==> config.mk <==
export PLATFORM = sky130hd
export DESIGN_NAME = id_interlock_stage
export DESIGN_NICKNAME = d
export VERILOG_FILES = /design/src/rtl/pipe_pkg.sv /design/src/rtl/instr_field_decode.sv /design/src/rtl/id_interlock_stage.sv
export SDC_FILE = /design/constraint.sdc
export NUM_CORES = 1
export LEC_CHECK = 0
export CAP_MARGIN = 20
export CORE_AREA = 8 8 130 132
export CTS_CLUSTER_SIZE = 16
export DETAILED_ROUTE_END_ITERATION = 8
export DIE_AREA = 0 0 138 140
export PLACE_DENSITY_LB_ADDON = 0.3
export SYNTH_ARGS = -nofsm -noshare
export SYNTH_HDL_FRONTEND = slang
export SYNTH_SLANG_ARGS = --single-unit
==> constraint.sdc <==
create_clock -name clk -period 2.64 [get_ports clk]
set_input_delay 0.396 -clock clk [delete_from_list [all_inputs] [get_ports clk]]
set_output_delay 0.396 -clock clk [all_outputs]
set_load 0.05 [all_outputs]
==> src/rtl/pipe_pkg.sv <==
// pipe_pkg: shared opcodes, scoreboard entry type and ID stage state encoding
// for the decode/interlock stage.
//   OP_*         opcodes recognised by the decoder (IR[31:26])
//   sb_entry_t   one destination-scoreboard slot {valid, is_load, dest}
//   SB_BUBBLE    empty scoreboard slot
//   stage_state_e RUN / STALL / FLUSH
package pipe_pkg;

    localparam logic [5:0] OP_RTYPE = 6'h00;
    localparam logic [5:0] OP_ADDI  = 6'h08;
    localparam logic [5:0] OP_LOAD  = 6'h23;
    localparam logic [5:0] OP_STORE = 6'h2B;
    localparam logic [5:0] OP_BEQ   = 6'h04;

    typedef struct packed {
        logic       valid;
        logic       is_load;
        logic [4:0] dest;
    } sb_entry_t;

    localparam sb_entry_t SB_BUBBLE = '{valid: 1'b0, is_load: 1'b0, dest: 5'd0};

    typedef enum logic [1:0] {
        ST_RUN,
        ST_STALL,
        ST_FLUSH
    } stage_state_e;

endpackage

==> src/rtl/instr_field_decode.sv <==
// instr_field_decode: purely combinational field extraction for one instruction.
//   ir_i           instruction word
//   rs_o/rt_o/rd_o register fields
//   imm_o          sign-extended IR[15:0]
//   src_rs_used_o  instruction reads rs
//   src_rt_used_o  instruction reads rt
//   dest_o         destination register (rd for R-type, rt for load/addi)
//   dest_valid_o   instruction writes a non-zero register
//   is_load_o      instruction is a load
module instr_field_decode
    import pipe_pkg::*;
(
    input  logic [31:0] ir_i,
    output logic [4:0]  rs_o,
    output logic [4:0]  rt_o,
    output logic [4:0]  rd_o,
    output logic [31:0] imm_o,
    output logic        src_rs_used_o,
    output logic        src_rt_used_o,
    output logic [4:0]  dest_o,
    output logic        dest_valid_o,
    output logic        is_load_o
);

    logic [5:0] op;
    logic       has_dest;

    always_comb begin
        op            = ir_i[31:26];
        rs_o          = ir_i[25:21];
        rt_o          = ir_i[20:16];
        rd_o          = ir_i[15:11];
        imm_o         = {{16{ir_i[15]}}, ir_i[15:0]};
        src_rs_used_o = 1'b0;
        src_rt_used_o = 1'b0;
        dest_o        = 5'd0;
        has_dest      = 1'b0;
        is_load_o     = 1'b0;

        case (op)
            OP_RTYPE: begin
                src_rs_used_o = 1'b1;
                src_rt_used_o = 1'b1;
                dest_o        = ir_i[15:11];
                has_dest      = 1'b1;
            end
            OP_STORE, OP_BEQ: begin
                src_rs_used_o = 1'b1;
                src_rt_used_o = 1'b1;
            end
            OP_LOAD: begin
                src_rs_used_o = 1'b1;
                dest_o        = ir_i[20:16];
                has_dest      = 1'b1;
                is_load_o     = 1'b1;
            end
            OP_ADDI: begin
                src_rs_used_o = 1'b1;
                dest_o        = ir_i[20:16];
                has_dest      = 1'b1;
            end
            default: ;
        endcase

        // r0 is hardwired, so a write to it never creates a dependency
        dest_valid_o = has_dest && (dest_o != 5'd0);
    end

endmodule

==> src/rtl/id_interlock_stage.sv <==
// id_interlock_stage: IF/ID register, decode, and RAW interlock against a
// two-deep destination scoreboard (EX, MEM). Branches resolved in EX flush ID.
//   clk, reset                      clock (posedge), synchronous active-high reset
//   inputIR, inputPC                instruction/PC from fetch
//   ex_branch_taken/target          branch resolution from EX
//   isDataInterLock                 hold fetch and ID (combinational)
//   is_Branch_Taken, branchPC       fetch redirect (pass-through)
//   id_IR, id_PC                    IF/ID register contents
//   id_rs, id_rt, id_rd, id_imm     decoded fields of id_IR
//   ex_valid                        ID instruction issues to EX this cycle
//   stall_count                     saturating interlock-cycle count
module id_interlock_stage
    import pipe_pkg::*;
#(
    parameter int unsigned FORWARDING  = 1,
    parameter int unsigned STALL_CNT_W = 16
) (
    input  logic                   clk,
    input  logic                   reset,
    input  logic [31:0]            inputIR,
    input  logic [31:0]            inputPC,
    input  logic                   ex_branch_taken,
    input  logic [31:0]            ex_branch_target,
    output logic                   isDataInterLock,
    output logic                   is_Branch_Taken,
    output logic [31:0]            branchPC,
    output logic [31:0]            id_IR,
    output logic [31:0]            id_PC,
    output logic [4:0]             id_rs,
    output logic [4:0]             id_rt,
    output logic [4:0]             id_rd,
    output logic [31:0]            id_imm,
    output logic                   ex_valid,
    output logic [STALL_CNT_W-1:0] stall_count
);

    localparam logic USE_FWD = (FORWARDING != 0);

    logic                   id_valid_q, id_valid_d;
    logic [31:0]            id_ir_q, id_ir_d;
    logic [31:0]            id_pc_q, id_pc_d;
    sb_entry_t              sb_ex_q, sb_ex_d;
    sb_entry_t              sb_mem_q, sb_mem_d;
    logic [STALL_CNT_W-1:0] stall_cnt_q, stall_cnt_d;
    stage_state_e           state_q, state_d;

    logic       dec_rs_used, dec_rt_used, dec_dest_valid, dec_is_load;
    logic [4:0] dec_dest;
    logic       hazard;
    sb_entry_t  issue_entry;

    instr_field_decode u_decode (
        .ir_i          (id_ir_q),
        .rs_o          (id_rs),
        .rt_o          (id_rt),
        .rd_o          (id_rd),
        .imm_o         (id_imm),
        .src_rs_used_o (dec_rs_used),
        .src_rt_used_o (dec_rt_used),
        .dest_o        (dec_dest),
        .dest_valid_o  (dec_dest_valid),
        .is_load_o     (dec_is_load)
    );

    // A source conflicts with a scoreboard slot when it names that slot's
    // destination; with forwarding only a load still in EX cannot be bypassed.
    function automatic logic src_conflict(input logic used, input logic [4:0] r,
                                          input sb_entry_t ex_e, input sb_entry_t mem_e);
        logic ex_hit, mem_hit;
        ex_hit  = ex_e.valid && (ex_e.dest == r);
        mem_hit = mem_e.valid && (mem_e.dest == r);
        if (!used || (r == 5'd0)) begin
            return 1'b0;
        end
        if (USE_FWD) begin
            return ex_hit && ex_e.is_load;
        end
        return ex_hit || mem_hit;
    endfunction

    always_comb begin
        hazard = id_valid_q &&
                 (src_conflict(dec_rs_used, id_rs, sb_ex_q, sb_mem_q) ||
                  src_conflict(dec_rt_used, id_rt, sb_ex_q, sb_mem_q));
    end

    assign isDataInterLock = hazard && !ex_branch_taken;
    assign ex_valid        = id_valid_q && !hazard && !ex_branch_taken;
    assign is_Branch_Taken = ex_branch_taken;
    assign branchPC        = ex_branch_target;
    assign id_IR           = id_ir_q;
    assign id_PC           = id_pc_q;
    assign stall_count     = stall_cnt_q;

    always_comb begin
        issue_entry         = SB_BUBBLE;
        issue_entry.valid   = id_valid_q && dec_dest_valid;
        issue_entry.is_load = dec_is_load;
        issue_entry.dest    = dec_dest;
    end

    always_comb begin
        id_valid_d  = id_valid_q;
        id_ir_d     = id_ir_q;
        id_pc_d     = id_pc_q;
        sb_ex_d     = sb_ex_q;
        sb_mem_d    = sb_mem_q;
        stall_cnt_d = stall_cnt_q;
        state_d     = state_q;

        if (ex_branch_taken) begin
            id_valid_d = 1'b0;
            sb_ex_d    = SB_BUBBLE;
            sb_mem_d   = sb_ex_q;
            state_d    = ST_FLUSH;
        end else if (hazard) begin
            // Bubble enters EX every stalled cycle, so the scoreboard drains
            // and the stall ends without an explicit exit condition.
            sb_ex_d  = SB_BUBBLE;
            sb_mem_d = sb_ex_q;
            if (stall_cnt_q != '1) begin
                stall_cnt_d = stall_cnt_q + STALL_CNT_W'(1);
            end
            state_d = ST_STALL;
        end else begin
            id_valid_d = 1'b1;
            id_ir_d    = inputIR;
            id_pc_d    = inputPC;
            sb_ex_d    = issue_entry;
            sb_mem_d   = sb_ex_q;
            state_d    = ST_RUN;
        end
    end

    always_ff @(posedge clk) begin
        if (reset) begin
            id_valid_q  <= 1'b0;
            id_ir_q     <= '0;
            id_pc_q     <= '0;
            sb_ex_q     <= SB_BUBBLE;
            sb_mem_q    <= SB_BUBBLE;
            stall_cnt_q <= '0;
            state_q     <= ST_RUN;
        end else begin
            id_valid_q  <= id_valid_d;
            id_ir_q     <= id_ir_d;
            id_pc_q     <= id_pc_d;
            sb_ex_q     <= sb_ex_d;
            sb_mem_q    <= sb_mem_d;
            stall_cnt_q <= stall_cnt_d;
            state_q     <= state_d;
        end
    end

endmodule

==> flow_summary.rst <==
.. list-table::
   :header-rows: 1

   * - Metric
     - Value
   * - Most used cells in the layout excluding fill and tap cells
     - sky130_fd_sc_hd__clkdlybuf4s50_1 (192), sky130_fd_sc_hd__dfxtp_1 (88), sky130_fd_sc_hd__nor2_1 (82)
   * - Critical path fanouts, max
     - 5
   * - Clock root cell
     - sky130_fd_sc_hd__clkbuf_16
   * - Setup Skew
     - 9.79 ps
   * - Cells after synthesis
     - 453
   * - Number of levels in the clock H-tree
     - 3
   * - Number of global-route vias before repair
     - 3706
   * - Number of library cell types mapped by synthesis
     - 46
   * - Number of buffers and inverters on the critical path
     - 1
   * - TritonCTS Buffers
     - 9
   * - TritonRoute pass-1 iters
     - 4
   * - Slowest stage delay, CP
     - 530 ps
   * - Final weighted congestion in routability-driven placement
     - 0.724
   * - Maximum capacitance violations
     - 0
   * - Part of the Yosys area used for sequential elements
     - 40.7%
   * - Leading cell type in the layout, fill and taps excluded
     - sky130_fd_sc_hd__clkdlybuf4s50_1
   * - Power per standard cell area
     - 591 mW/mm²
   * - Simple logic cell fraction of the synthesized area
     - 15.6%
   * - GRT Resource Usage Total
     - 12.9%
   * - VDD IR max
     - 0.307 mV
   * - Crit-path leading delay family
     - simple AND/OR/NAND/NOR gates
   * - Layout area overhead
     - 43.3%
   * - Count of synthesis-stage warnings from yosys
     - 0
   * - CP endpoint kind
     - output port
   * - Outcome
     - completed
   * - Period minus WS final
     - 2480 ps
   * - Core Box Area
     - 0.0149 mm²
   * - Antenna diode instance count
     - 0
   * - Clock transition at the register clock pins on the worst setup and hold paths after CTS
     - 70 ps
   * - Clock latency reported for the late side of the worst-skew pair
     - 350 ps
   * - Dominant combinational cell family by area after synthesis
     - buffers and inverters
   * - Type of the worst setup path
     - reg2out
   * - Power after layout
     - 3670 µW
   * - Count of nets left with antenna violations after detail routing
     - 0
   * - Final Max Slew Viols
     - 0
   * - Endpoint required time on the critical path
     - 2240 ps
   * - Post-Route WL
     - 12800 µm
   * - Top-level port count
     - 261
   * - Combined area of all synthesized cells
     - 0.00433 mm²
   * - Post-layout utilization of the core
     - 41.7%
   * - Total count of hold-check failures in the final report
     - 0
   * - Fraction of synthesized cell area in xor and xnor cells
     - 2.23%
   * - Synth Area in Adders
     - 0.289%
   * - Die Span X
     - 138 µm
   * - Number of antenna violations at the first check in global routing
     - 0
   * - Wire length of the first global-routing pass
     - 20200 µm
   * - DP Wirelength
     - 9670 µm
   * - Sum Neg Setup Slack
     - 0 ps
   * - Post-synthesis mux area share
     - 15.8%
   * - Routed length per placed instance
     - 16.6 µm
   * - Number of buffers between clock root and the deepest sink
     - 2
   * - Kind of start point of the critical path
     - flop
   * - Max Clock Freq
     - 404 MHz
   * - Register bit total from synthesis
     - 88
   * - Crit share post-route
     - 93.8%
   * - Static leakage
     - 0.00240 µW
   * - Row cnt
     - 45
   * - Worst path arrival time
     - 2080 ps
   * - Worst slew pin tran
     - 649 ps
   * - Number of port buffers
     - 196
   * - Share of the synthesized area in compound gates (AO/OA/AOI/OAI)
     - 7.05%
   * - Normalized max-slew margin
     - 56.7%
   * - Finish-stage setup viols
     - 0
   * - Layout cells sized above 1
     - 8.28%
   * - Classification of the worst-slack hold path
     - in2reg
   * - Initial core utilization
     - 29.1%
   * - Die Y
     - 140 µm
   * - Number of nets in the final layout
     - 675
   * - Post-DR vias/cell
     - 4.51
   * - Count of vias placed by the detailed router
     - 3466
   * - Mapped Avg Cell Area
     - 9.56 µm²
   * - Unrepaired setup endpoints after global routing
     - false
   * - Total Die Area
     - 0.0193 mm²
   * - Cell at the slowest stage of the critical path
     - sky130_fd_sc_hd__or4_1
   * - Largest net degree at the start of global routing
     - 48
   * - Sink Count
     - 88
   * - Syn_nets
     - 553
   * - Leftover overflow at the end of global routing
     - 0
   * - Initial drt markers
     - 137
   * - Critical path cell sequence
     - or4_1 -> a21oi_2 -> nor3_4 -> or2_4 -> nor2_4 -> buf_12
   * - Clock tree from TritonCTS
     - built
   * - Detailed-route DRC error count
     - 0
==> cell families (layout without fill, tap and decap cells) <==
group,after synthesis,in the layout
adder cells (fa/ha/maj),1,1
XOR/XNOR,11,11
multiplexers,68,68
buffers and inverters,101,228
flip-flops,88,88
AO/OA/AOI/OAI,42,42
AND/OR/NAND/NOR,142,142
==> synth_stat cells, drive strengths merged <==
master	number	area (µm²)
o211ai	1	21.3
o311a	1	10.0
clkbuf	9	33.8
and2	1	6.26
nor3	7	46.3
dfxtp	88	1760
nand4	6	37.5
ha	1	12.5
or2	3	18.8
nand3b	1	7.51
buf	88	743
inv	4	15.0
o21ba	1	10.0
o31ai	3	22.5
a31oi	1	6.26
nor2	84	315
a22oi	5	37.5
o21bai	1	7.51
o21ai	10	50.0
a21oi	13	68.8
mux2i	65	651
and4b	3	38.8
xor2	2	17.5
nor2b	2	12.5
nand2b	1	6.26
or3	8	50.1
a2111oi	1	27.5
o2111ai	1	8.76
nand2	11	41.3
nor4	1	6.26
mux2	3	33.8
nor4b	1	8.76
nand3	6	30.0
xnor2	9	78.8
or4	6	45.0
a211oi	3	27.5
and3	1	6.26
o21a	1	7.51
==> layer usage <==
metal	GRT usage (%)	part of all wire [%]	wire [µm]
met5	0	0	0
met2	21.7	49	6200
met1	14.0	41	5270
met4	5.32	1.7	214
met3	5.54	8.6	1100
==> flip-flops by register name, summed over array words and instances, names as in the netlist <==
signal       count
stall_count     16
sb_ex_q          7
id_IR           32
id_valid_q       1
id_PC           32
==> path summary, 6_finish.rpt <==
kind                                start         to  slack, ps  cells after the start
worst max-delay path            id_IR[23]   ex_valid        160                      6
worst min-delay path                reset  id_IR[12]        500                      2
worst max register to register  id_IR[23]   id_PC[5]        300                      7
worst min register to register   id_PC[7]   id_PC[7]        500                      2
==> stage by stage <==
| stage | instance area (µm²) | hold WS (ps) | setup WS, ps | instances |
|---|---|---|---|---|
| 2_1_floorplan | 4330 | 466 | 53.1 | 453 |
| 4_1_cts | 6180 | 495 | 4.80 | 766 |
| 3_5_place_dp | 5860 | 483 | 293 | 750 |
| 3_3_place_gp | 5860 | 471 | 370 | 750 |
| 6_report | 6200 | 496 | 165 | 768 |
| 5_1_grt | 6200 | 511 | 46.4 | 768 |
==> where the power goes <==
| group | total (µW) | internal (µW) | switching (µW) | leakage (µW) |
|---|---|---|---|---|
| logic | 876 | 342 | 533 | 0.00152 |
| registers | 1450 | 1390 | 63.4 | 0.000722 |
| clock network | 1340 | 774 | 565 | 0.000155 |
| total | 3670 | 2500 | 1160 | 0.00240 |
==> final cells by class <==
cell class	instances	area (µm²)
clock buffers	10	239
clock inverters	6	76.3
fillers	1464	8660
inverters	4	15.0
multi-input cells	264	1800
flip-flops and latches	88	1760
well taps	188	235
repair buffers	208	2080
==> repair_timing <==
| item | 4_1_cts | 5_1_grt |
|---|---|---|
| hold buffers | 0 | 0 |
| setup endpoints to repair | 1 | 2 |
| resized for setup | 1 | 3 |
| gates cloned | 0 | 0 |
| setup buffers | 0 | 2 |
| pin swaps | 1 | 2 |
Note: power is estimated with default switching activity, not from simulation.
